[src/rtl/dmem_arbiter.sv]
`default_nettype none
// ============================================================================
// Module      : dmem_arbiter
// Description : Shares a single-port, fixed-latency data memory between the
//               CPU load/store path and an external requester. It issues one
//               transaction at a time, stalls the CPU until its access
//               completes, and bounds external starvation with a loss counter.
// Revision    : 1.0 - initial release
// ============================================================================
module dmem_arbiter #(
    parameter int ADDR_W     = 32,
    parameter int DATA_W     = 32,
    parameter int MEM_LAT    = 2,   // legal 1..7
    parameter int STARVE_MAX = 4    // legal 1..15
) (
    input  logic              clk,
    input  logic              reset,          // asynchronous, active-low

    input  logic              cpu_req,
    input  logic              cpu_we,
    input  logic [ADDR_W-1:0] cpu_addr,
    input  logic [DATA_W-1:0] cpu_wdata,
    output logic [DATA_W-1:0] cpu_rdata,
    output logic              cpu_stall,

    input  logic              ext_req_valid,
    output logic              ext_req_ready,
    input  logic              ext_we,
    input  logic [ADDR_W-1:0] ext_addr,
    input  logic [DATA_W-1:0] ext_wdata,
    output logic              ext_rsp_valid,
    output logic [DATA_W-1:0] ext_rdata,

    output logic              mem_en,
    output logic              mem_we,
    output logic [ADDR_W-1:0] mem_addr,
    output logic [DATA_W-1:0] mem_wdata,
    input  logic [DATA_W-1:0] mem_rdata
);

    typedef enum logic [1:0] {
        ST_IDLE     = 2'd0,
        ST_BUSY_CPU = 2'd1,
        ST_BUSY_EXT = 2'd2
    } state_t;

    localparam logic [2:0] C_MEM_LAT    = 3'(MEM_LAT);
    localparam logic [3:0] C_STARVE_MAX = 4'(STARVE_MAX);
    localparam logic [3:0] C_STARVE_SAT = 4'hF;

    state_t      state_q,      state_d;
    logic [2:0]  lat_cnt_q,    lat_cnt_d;
    logic [3:0]  starve_cnt_q, starve_cnt_d;
    // Direction of the in-flight access; selects rdata versus zero on completion.
    logic        busy_we_q,    busy_we_d;

    logic w_both_req;
    logic w_ext_wins;
    logic w_cpu_wins;
    logic w_done;

    // Arbitration: a lone requester wins; on conflict the CPU wins until the
    // external side has lost STARVE_MAX times in a row.
    assign w_both_req = cpu_req & ext_req_valid;
    assign w_ext_wins = ext_req_valid & (~cpu_req | (starve_cnt_q >= C_STARVE_MAX));
    assign w_cpu_wins = cpu_req & ~w_ext_wins;
    assign w_done     = (state_q != ST_IDLE) && (lat_cnt_q == C_MEM_LAT);

    // State and support registers; reset abandons any in-flight access.
    always_ff @(posedge clk or negedge reset) begin
        if (!reset) begin
            state_q      <= ST_IDLE;
            lat_cnt_q    <= 3'd0;
            starve_cnt_q <= 4'd0;
            busy_we_q    <= 1'b0;
        end else begin
            state_q      <= state_d;
            lat_cnt_q    <= lat_cnt_d;
            starve_cnt_q <= starve_cnt_d;
            busy_we_q    <= busy_we_d;
        end
    end

    // Next-state logic and all outputs; outputs are forced idle while in reset.
    always_comb begin
        state_d       = state_q;
        lat_cnt_d     = lat_cnt_q;
        starve_cnt_d  = starve_cnt_q;
        busy_we_d     = busy_we_q;

        mem_en        = 1'b0;
        mem_we        = 1'b0;
        mem_addr      = '0;
        mem_wdata     = '0;
        ext_req_ready = 1'b0;
        ext_rsp_valid = 1'b0;
        ext_rdata     = '0;
        cpu_rdata     = '0;
        cpu_stall     = 1'b0;

        case (state_q)
            ST_IDLE: begin
                if (w_ext_wins) begin
                    state_d      = ST_BUSY_EXT;
                    lat_cnt_d    = 3'd1;
                    busy_we_d    = ext_we;
                    starve_cnt_d = 4'd0;
                end else if (w_cpu_wins) begin
                    state_d   = ST_BUSY_CPU;
                    lat_cnt_d = 3'd1;
                    busy_we_d = cpu_we;
                    if (w_both_req && (starve_cnt_q != C_STARVE_SAT)) begin
                        starve_cnt_d = starve_cnt_q + 4'd1;
                    end
                end
            end
            ST_BUSY_CPU, ST_BUSY_EXT: begin
                lat_cnt_d = lat_cnt_q + 3'd1;
                if (w_done) begin
                    state_d   = ST_IDLE;
                    lat_cnt_d = 3'd0;
                end
            end
            default: begin
                state_d   = ST_IDLE;
                lat_cnt_d = 3'd0;
            end
        endcase

        if (reset) begin
            // The memory port is driven only in the IDLE issue cycle.
            if (state_q == ST_IDLE) begin
                if (w_ext_wins) begin
                    mem_en        = 1'b1;
                    mem_we        = ext_we;
                    mem_addr      = ext_addr;
                    mem_wdata     = ext_wdata;
                    ext_req_ready = 1'b1;
                end else if (w_cpu_wins) begin
                    mem_en    = 1'b1;
                    mem_we    = cpu_we;
                    mem_addr  = cpu_addr;
                    mem_wdata = cpu_wdata;
                end
            end

            // The CPU is released only in its own completion cycle.
            cpu_stall = cpu_req & ~((state_q == ST_BUSY_CPU) && w_done);

            if ((state_q == ST_BUSY_CPU) && w_done && !busy_we_q) begin
                cpu_rdata = mem_rdata;
            end

            if ((state_q == ST_BUSY_EXT) && w_done) begin
                ext_rsp_valid = 1'b1;
                if (!busy_we_q) begin
                    ext_rdata = mem_rdata;
                end
            end
        end
    end

endmodule
`default_nettype wire

[config.mk]
export PLATFORM = sky130hd
export DESIGN_NAME = dmem_arbiter
export DESIGN_NICKNAME = d
export VERILOG_FILES = /design/src/rtl/dmem_arbiter.sv
export SDC_FILE = /design/constraint.sdc
export NUM_CORES = 1
export LEC_CHECK = 0
export BUFFER_PORTS_ARGS = -buffer_cell sky130_fd_sc_hd__clkbuf_2
export CORE_AREA = 2 2 114 116
export CTS_BUF_LIST = sky130_fd_sc_hd__clkbuf_4
export DETAILED_ROUTE_END_ITERATION = 7
export DIE_AREA = 0 0 116 118
export PLACE_DENSITY_LB_ADDON = 0.15
export SETUP_SLACK_MARGIN = 0.3
export SYNTH_ARGS = -nofsm -noshare
export SYNTH_HDL_FRONTEND = slang
export SYNTH_SLANG_ARGS = --single-unit
[constraint.sdc]
create_clock -name clk -period 1.9 [get_ports clk]
set_input_delay 0.38 -clock clk [delete_from_list [all_inputs] [get_ports clk]]
set_output_delay 0.38 -clock clk [all_outputs]
set_load 0.005 [all_outputs]
==> results.toml <==
[timing]
fin_skew_ns = 0.000569
max_freq_mhz = 445
slew_viol_final = 0
hold_viol = 0
setup_viol = 130
tightest_slew_ns = 0.337
setup_tns_ns = -35.58
worst_slew_margin_rel_pct = 77.2
whs_ns = 0.0520
timing.final.crit_share_pct = 118
period_needed_ns = 2.25
rsz0062_at_grt = "true"
fin_ws_ns = -0.346

[drt]
vias = 3179
drtPass1Iterations = 4
routedWlPerCell_um = 15.3
ant_nets = 0
drt-total-wl_um = 11100
drc = 0
routed_via_density = 4.39
drt_iter0_drc = 101

[run]
max_cap_viol_count = 0

[floorplanning]
die_w_um = 116
dieHeight_um = 118
rows = 41
die-area_mm2 = 0.0137
io_pins = 299
core_region_area_mm2 = 0.0124
initial_core_util_pct = 14.3

[critical_path]
worstPathRequired_ns = 1.52
critPathKind = "flop to output port"
reg2regPathDepth = 7
critPathSlowestCell = "dfrtp_1"
cp-start-kind = "flop"
critPathArrivalTime_ns = 1.87
end_kind = "output port"
crit_fanout = 6
cpPeakStageDelay_ns = 0.39
timing.critical_path.cells = "or3b_1, and3_4, buf_12, clkbuf_16, a22o_1, clkbuf_2"

[logic_synthesis]
syn_inst = 224
synth_nets = 397
synth_ff_type = "dfrtp_1"
ys_async_sr_fraction_pct = 100
yosysWarnings = 0
netlist_area_mm2 = 0.00177
ys_types = 32
ys_ff_latch = 10
synth_edf_count = 0
synth_seq_area_share_pct = 14.1
postSynthAreaPerCell_um2 = 7.90

[finish]
nets = 726
fin_cells = 724
finish.utilization_pct = 36.3
design_area_mm2 = 0.00450
antenna_cells = 0
drive_gt1_share_pct = 73.6
multi_input_area_mm2 = 0.00162
seq_area_um2 = 250
area_delta_synth_final_pct = 154
num-fill-cells = 1321
mostFrequentLayoutCells = "clkbuf_2 (246), a22o_1 (64), buf_6 (37), and2_1 (36), and2_4 (31)"
final_common_cell = "clkbuf_2"

[global_routing]
grt_pass1_vias = 2781
antenna_found_initial = 0
grt_first_pass_wirelength_um = 14800
grt_remaining_overflow = 0
grt_usage_pct = 13.4
grt_max_degree = 33

[clocking]
clk_pin_slew_ns = 0.07
clock_latency_ns = 0.26
clock-sinks = 10
cts_made_buffers = 3
htreeDepth = 1
cts_tree = "built"
root_buffer = "clkbuf_4"
clockBufferDepth = 2

[placement]
dp_hpwl_um = 7910
gp_congestion = 0.820
dp_cells = 696
portBuffers = 298
place_area_mm2 = 0.00364

[hold_path]
holdCritPathClass = "input pin to async pin"

[pwr]
vdd_drop_max_mv = 0.437
p_leak_nw = 2.53
p_per_area_mw_per_mm2 = 583

[status]
outcome = "finished, violations left"
violations = "setup timing"
## registers in the layout, indices dropped and copies added (netlist names)
register,flops
busy_we_q,1
lat_cnt_q,3
starve_cnt_q,4
state_q,2
## cells in the mapped netlist (2+ instances only)
library cell / n / share of area [%]
a21oi_1: 5 / 1.4
a22o_1: 64 / 32
and2_1: 67 / 24
and3_1: 2 / 0.71
buf_2: 3 / 0.85
buf_6: 6 / 3.8
clkbuf_1: 13 / 2.8
dfrtp_1: 10 / 14
ha_1: 7 / 5.0
inv_1: 4 / 0.85
nand2_1: 7 / 1.5
nand3_1: 6 / 1.7
nand4_1: 2 / 0.71
nor2_1: 2 / 0.42
nor3b_1: 4 / 1.7
o21ai_0: 5 / 1.4
o31ai_1: 2 / 0.85
## repair_timing
| action | 4_1_cts | 5_1_grt |
|---|---|---|
| resized for setup | 26 | 115 |
| buffers inserted | 8 | 6 |
| endpoints found under the setup margin | 135 | 138 |
| pin swaps | 17 | 60 |
| cloned | 5 | 5 |
| hold buffers | 0 | 0 |
## per-layer routing
layer	share of wire, %	track usage [%]
met5	0	0
met4	0	1.04
met3	6.5	1.39
met2	53	25.5
met1	41	16.5
## cell families after synthesis
family                     Yosys count  share of synthesized area, %
and+or+nand+nor                     97                          33.9
AOI/OAI and AO/OA                   82                          38.0
adders and majority gates            7                          4.95
DFF                                 10                          14.1
buffers and inverters               28                          8.91
## final timing paths
kind / from / endpoint / slack [ns]
max: starve_cnt_q[3] / mem_wdata[21] / -0.35
min: reset / state_q[0] / 0.05
max reg2reg: state_q[0] / state_q[0] / 0.23
min reg2reg: starve_cnt_q[1] / starve_cnt_q[1] / 0.51
max in group asynchronous: reset / starve_cnt_q[3] / 1.70
min in group clk: ext_we / busy_we_q / 0.41
## power by group
group	switching (mW)	internal [mW]	total [mW]
Combinational	0.901	1.22	2.12
Clock	0.0738	0.0757	0.150
Sequential	0.0633	0.287	0.351
Total	1.04	1.59	2.62
## area by class of cell
cell class | count | area share (%)
clock buffer | 3 | 0.500
tap | 172 | 4.78
multi-input combinational | 186 | 36.0
sequential | 10 | 5.56
timing repair buffer | 348 | 52.7
clock inverter | 1 | 0.0834
inverter | 4 | 0.334
## worst max-delay path: cells and delay by family (launching register included)
| kind | cells | cell delay (ns) |
|---|---|---|
| buf+inv | 3 | 0.40 |
| compound gates | 1 | 0.22 |
| simple gates | 2 | 0.60 |
| flops | 1 | 0.39 |
## metrics by stage
step	total power, mW	setup WS, ns
after floorplan	1.12	-0.0706
after global placement	1.78	-0.106
after detailed placement	1.80	-0.131
after CTS	2.31	-0.394
after global routing	2.82	-0.411
final	2.62	-0.346
Note: power is estimated with default switching activity, not from simulation.
